--- config.mk ---
export PLATFORM = sky130hd
export DESIGN_NAME = iter_loop_ctrl
export DESIGN_NICKNAME = d
export VERILOG_FILES = /design/src/rtl/iter_loop_ctrl_pkg.sv /design/src/rtl/iter_loop_ctrl.sv
export SDC_FILE = /design/constraint.sdc
export NUM_CORES = 1
export LEC_CHECK = 0
export ABC_AREA = 1
export CAP_MARGIN = 20
export CORE_AREA = 3 3 40 42
export DETAILED_ROUTE_END_ITERATION = 12
export DIE_AREA = 0 0 43 45
export GPL_TIMING_DRIVEN = 0
export SLEW_MARGIN = 20
export SYNTH_ARGS = -nofsm -noshare
export SYNTH_HDL_FRONTEND = slang
export SYNTH_SLANG_ARGS = --single-unit
--- constraint.sdc ---
create_clock -name clk -period 3.6 [get_ports clk]
set_clock_uncertainty 0.15 [all_clocks]
set_input_delay 0.36 -clock clk [delete_from_list [all_inputs] [get_ports clk]]
set_output_delay 0.36 -clock clk [all_outputs]
set_load 0.005 [all_outputs]
--- src/rtl/iter_loop_ctrl_pkg.sv ---
`default_nettype none
// ============================================================================
// Module  : iter_loop_ctrl_pkg
// Brief   : Shared types and constants for the iteration loop controller.
// Revision: 1.0 - initial release
// ============================================================================
package iter_loop_ctrl_pkg;

  // Width of the iteration counter value and of the terminal-count bound.
  localparam int C_CNT_W = 3;

  // Controller states. The 3-bit encoding is fixed so that the state register
  // width does not depend on tool enum sizing.
  typedef enum logic [2:0] {
    IDLE = 3'd0,
    INIT = 3'd1,
    STEP = 3'd2,
    WAIT = 3'd3,
    NEXT = 3'd4,
    DONE = 3'd5
  } state_t;

endpackage : iter_loop_ctrl_pkg
`default_nettype wire

--- src/rtl/iter_loop_ctrl.sv ---
`default_nettype none
// ============================================================================
// Module  : iter_loop_ctrl
// Brief   : Moore FSM sequencing an iteration loop around an external up
//           counter: clear, step, wait for completion, increment, and stop
//           once the counter reaches the bound latched at start.
// Revision: 1.0 - initial release
// ============================================================================
module iter_loop_ctrl
  import iter_loop_ctrl_pkg::*;
#(
  parameter int CNT_W = C_CNT_W
) (
  input  logic             clk,
  input  logic             reset,
  input  logic             start,
  input  logic [CNT_W-1:0] last_cnt,
  input  logic             abort,
  input  logic [CNT_W-1:0] cnt_val,
  input  logic             step_done,
  output logic             cnt_clr,
  output logic             cnt_inc,
  output logic             ld_init,
  output logic             step_go,
  output logic             busy,
  output logic             done
);

  state_t           r_state;
  state_t           w_state_nxt;
  logic [CNT_W-1:0] r_bound;

  // State register plus the bound captured when a start is accepted in IDLE.
  always_ff @(posedge clk) begin
    if (reset) begin
      r_state <= IDLE;
      r_bound <= '0;
    end else begin
      r_state <= w_state_nxt;
      if ((r_state == IDLE) && start) begin
        r_bound <= last_cnt;
      end
    end
  end

  // Next-state logic; abort outranks the normal flow in every active state
  // but is ignored in DONE so a finished loop still reports completion.
  always_comb begin
    w_state_nxt = r_state;
    case (r_state)
      IDLE: begin
        if (start) begin
          w_state_nxt = INIT;
        end
      end
      INIT: begin
        w_state_nxt = abort ? IDLE : STEP;
      end
      STEP: begin
        w_state_nxt = abort ? IDLE : WAIT;
      end
      WAIT: begin
        if (abort) begin
          w_state_nxt = IDLE;
        end else if (step_done) begin
          // The counter is compared before the increment, so the last step
          // is the one that ran with cnt_val equal to the bound.
          w_state_nxt = (cnt_val == r_bound) ? DONE : NEXT;
        end
      end
      NEXT: begin
        w_state_nxt = abort ? IDLE : STEP;
      end
      DONE: begin
        w_state_nxt = IDLE;
      end
      default: begin
        w_state_nxt = IDLE;
      end
    endcase
  end

  // Moore output decode: every output is a function of r_state only.
  always_comb begin
    cnt_clr = 1'b0;
    cnt_inc = 1'b0;
    ld_init = 1'b0;
    step_go = 1'b0;
    busy    = 1'b0;
    done    = 1'b0;
    case (r_state)
      INIT: begin
        cnt_clr = 1'b1;
        ld_init = 1'b1;
        busy    = 1'b1;
      end
      STEP: begin
        step_go = 1'b1;
        busy    = 1'b1;
      end
      WAIT: begin
        busy    = 1'b1;
      end
      NEXT: begin
        cnt_inc = 1'b1;
        busy    = 1'b1;
      end
      DONE: begin
        done    = 1'b1;
      end
      default: begin
        busy    = 1'b0;
      end
    endcase
  end

endmodule : iter_loop_ctrl
`default_nettype wire

======== Yosys cells after proc, flatten, opt, wreduce, memory -nomap -nowiden ========
Index checks and enable logic that the tools add are counted.
cells by class
  eq/ne operators ......................... 8
  mux-type cells .......................... 12
  reduce and logical (&&, ||, !) cells .... 5
operator list
  kind                                            number
  case mux 3 bit (4 select lines)                 1
  2-to-1 mux 3 bit                                3
  == test 3 x 2 -> 1 bit (second input constant)  2
  == test 3 bit (second input constant)           2
  2-to-1 mux 1 bit                                6
  2-to-1 mux 2 bit                                2
  OR reduction 4 bit                              1
  == test 3 x 1 -> 1 bit (second input constant)  1
  == test 3 bit                                   1
  zero test 3 bit                                 1
  inequality test 3 bit (second input constant)   1
  inequality test 2 bit (second input constant)   1
  AND reduction 2 bit                             1
  OR reduction 2 bit                              1
  logical AND 1 bit                               1
storage, ports and cells
  register bits ........................... 6
  output and inout bits ................... 6
  input bits .............................. 11
  logic and storage cells ................. 27

======== Longest topological paths before layout ========
  word-level depth ........................ 5
  gate-level depth with buffers ........... 8
  gate-level depth less buffers ........... 8

======== Worst setup path before layout ========
No wires, ideal clock.
  kind .................................... reg-to-output
  start ................................... register r_state[1]
  end ..................................... output port busy
  arrival time ............................ 0.922 ns
  required time ........................... 3.090 ns
  stages on the path, launching flop included .. 6
  setup slack ............................. 2.168 ns
  path buffers ............................ 0
  cell sequence ........................... dfxtp_1 > inv_2 > nand2_1 > nor2_1 > or2_1 > or2_1
between the ends
  word-level cells in the longest chain between the ends .. 3
  elaborated cells between the ends (all ways) .. 6
  classes of those cells .................. eq/ne (4); mux (1); reduce/logical (1)
RTL lines
  what                                         line                  RTL
  from (decl)                                  iter_loop_ctrl.sv:29  state_t r_state;
  from (signal assigned)                       iter_loop_ctrl.sv:39  r_state <= w_state_nxt;
  == test 3 bit, or another cell as far along  iter_loop_ctrl.sv:91  case (r_state)
  OR reduction 4 bit (no source line) (*)      -
  2-to-1 mux 1 bit (*)                         iter_loop_ctrl.sv:91
  to (decl)                                    iter_loop_ctrl.sv:25  output logic busy,
Mark *: on every way between the ends. The rest lies on a longest branch, timed or not.

======== Worst setup path in the final report ========
  start ................................... register r_state[0]
  end ..................................... output port busy
Same word-level chain as after synthesis.

==> reports/results.ini <==
[synthesis]
post-synth-top-count-cell = sky130_fd_sc_hd__nand2_1
warning_count_from_the_yosys_run = 0
synth.top_cells.by_area = sky130_fd_sc_hd__dfxtp_1, sky130_fd_sc_hd__nand2_1, sky130_fd_sc_hd__inv_1, sky130_fd_sc_hd__nor2_1, sky130_fd_sc_hd__a21oi_1
yosysSeqAreaShare = 0.318
synthTopCellsByCount = sky130_fd_sc_hd__nand2_1, sky130_fd_sc_hd__inv_1, sky130_fd_sc_hd__dfxtp_1, sky130_fd_sc_hd__nor2_1
post_synth_instance_area_um2 = 378
post_synth_edffs = 0
postSynthCellCount = 64
ys_ff_latch = 6
mapped_avg_cell_area_um2 = 5.90
async_flop_share = 0
synth.net_count = 75
ys_dominant_reg_cell = sky130_fd_sc_hd__dfxtp_1
netlist.top_cell.by_area = sky130_fd_sc_hd__dfxtp_1
yosysUniqueCellTypes = 16
synthDominantCellAreaShare = 0.318

[route]
detail-route-antenna-nets = 0
wire_per_inst_um = 8.71
detailroute.via_count = 419
drt_pass1_iterations = 4
remaining_drc_errors = 0
drt-vias-per-instance = 4.28
finalWirelength_um = 854
drt_iter0_markers = 14

[grt]
vias_in_the_first_global_route = 394
global_route.overflow_total = 0
largest_net_degree_at_the_start_of_global_routing = 7
globalRouteTotalUtil = 0.105
antenna_found_initial = 0
global_route_wire_length_before_repair_um = 1440

[placement]
gp_routability_congestion = 0.786
dpl.hpwl_um = 691
port-buffer-count = 16
post-place-cells = 95

[clock_network]
cts_buffer_depth = 2
post_cts_buffers = 0
clock_tree.htree_level_count = 1
clock_insertion_delay_worst_skew_ns = 0.24
cts_hold_buffers = 0
cts_made_buffers = 3
tritoncts = yes
root_cell_of_the_clock_tree = sky130_fd_sc_hd__clkbuf_4
cts_num_sinks = 6
cts-resized-gates = 0
cts.clk_slew.worst_paths_ns = 0.05

[critical_path]
startpoint_of_the_worst_register_to_register_path = r_state[2]
worstPathMaxFanout = 3
worst_r2r_endpoint = r_state[0]
end_kind = output port
worst-r2r-cell-count = 6
start_kind = flop
critical_path_required_ns = 3.09
critPathArrivalTime_ns = 1.63
critical_path_class = reg2out
reg2reg_setup_slack_ns = 2.32

[min_path]
min_delay_worst_endpoint = r_bound[1]
min_path_cells = 2
holdCritPathClass = reg2reg
start_point_of_the_worst_min_delay_path = r_bound[1]

[sta]
total_negative_setup_slack_ns = 0
report.final.hold_viol_count = 0
final_period_minus_worst_setup_slack_ns = 2.14
maxClockFrequency_mhz = 467
worstMarginPinSlew_ns = 0.213
finalCritPeriodShare = 0.595
worst_slew_margin_rel = 0.857
setup_viol = 0
slew_violations = 0
unrepaired_setup_endpoints_after_global_routing = false

[cells_and_area]
layout.core_utilization = 0.451
filler_instances = 148
drive_gt1_frac = 0.120
synthesis_to_finish_area_growth_pct = 53.3
antenna_cells = 0
num-nets-final = 96
layoutNonFillerInstCount = 98

[pwr]
power.ir.vdd_worst_mv = 0.201
power-per-cell-area_nw_per_um2 = 336
cellLeakagePower_uw = 0.000285

[outcome]
outcome = completed

[floorplan]
fp.dieArea_um2 = 1940
initial_core_util = 0.294
core_region_area_um2 = 1280
die_width_um = 43
core.rowCount = 13
io_pins = 17
die_h_um = 45

[run]
drv_cap = 0

==> power breakdown <==
part	switching (µW)	leakage, µW	internal, µW
Combinational	25.0	0.000222	30.8
Sequential	2.95	0.0000494	72.1
Clock	25.7	0.0000138	37.8
==> cell type report <==
type | instances | area [µm²] | area share
repair buffers | 16 | 160 | 0.276
well taps | 15 | 18.8 | 0.0324
multi-input cells | 43 | 198 | 0.341
inverters | 14 | 52.6 | 0.0907
plain buffers | 1 | 7.51 | 0.0130
flip-flops and latches | 6 | 120 | 0.207
clock buffers | 3 | 22.5 | 0.0389
==> worst max-delay path, stage by stage, from the launching register on <==
cell and delay [ns]:
sky130_fd_sc_hd__dfxtp_1 0.36, sky130_fd_sc_hd__inv_2 0.07, sky130_fd_sc_hd__nand2_2 0.07, sky130_fd_sc_hd__nor2_2 0.04, sky130_fd_sc_hd__or2_1 0.21, sky130_fd_sc_hd__or2_1 0.20, sky130_fd_sc_hd__clkdlybuf4s50_1 0.44
==> sequential cells by signal, indices dropped and copies added, names as in the netlist <==
register and count:
r_bound 3, r_state 3
==> cell families after synthesis <==
| kind of cell | count (synthesis) | synth area share |
|---|---|---|
| AOI/OAI and AO/OA | 8 | 0.123 |
| and+or+nand+nor | 35 | 0.401 |
| DFF | 6 | 0.318 |
| buffers and inverters | 15 | 0.159 |
==> worst max path at each step <==
| stage | end | depth (start not counted) | slack (ns) | start |
|---|---|---|---|---|
| after detailed placement | busy | 6 | 1.71 | r_state[0] |
| after global routing | busy | 6 | 1.37 | r_state[1] |
| after global placement | busy | 6 | 1.72 | r_state[0] |
| after CTS | busy | 6 | 1.44 | r_state[0] |
| after floorplan | busy | 5 | 2.17 | r_state[1] |
| final | busy | 6 | 1.46 | r_state[0] |
==> per-stage QoR <==
stage               instance area (µm²)  worst slack [ns]  total power [µW]  hold slack [ns]
global route                        579              1.37               208            0.334
detailed placement                  557              1.71               133            0.313
finish                              579              1.46               194            0.316
CTS                                 579              1.44               199            0.321
global placement                    557              1.72               132            0.306
floorplan                           378              2.17               106            0.272
==> per-layer routing <==
| layer | track usage | vias up | part of all wire |
|---|---|---|---|
| met2 | 0.186 | 16 | 0.45 |
| met4 | 0.108 | 0 | 0.034 |
| met5 | 0 | - | 0 |
| met3 | 0.0239 | 4 | 0.084 |
| met1 | 0.0964 | 168 | 0.43 |
| li1 | - | 231 | - |
==> cells in the final DEF, fill, tap and decap left out <==
master                            netlist  routed
sky130_fd_sc_hd__dfxtp_1                6       6
sky130_fd_sc_hd__clkdlybuf4s50_1        0      16
sky130_fd_sc_hd__or2_1                  2       2
sky130_fd_sc_hd__a21oi_1                3       3
sky130_fd_sc_hd__nand2_1               20      20
sky130_fd_sc_hd__nor3_1                 2       2
sky130_fd_sc_hd__inv_2                  2       2
sky130_fd_sc_hd__nand2_2                1       1
sky130_fd_sc_hd__o21ai_0                3       3
sky130_fd_sc_hd__nand3b_1               1       1
sky130_fd_sc_hd__a21oi_2                1       1
sky130_fd_sc_hd__nand3_1                1       1
sky130_fd_sc_hd__nor2_1                 6       6
sky130_fd_sc_hd__buf_4                  1       1
sky130_fd_sc_hd__inv_1                 12      12
sky130_fd_sc_hd__nor2_2                 2       2
sky130_fd_sc_hd__o211ai_1               1       1
sky130_fd_sc_hd__clkbuf_4               0       3
No activity file was read; power rests on OpenSTA's default activity.
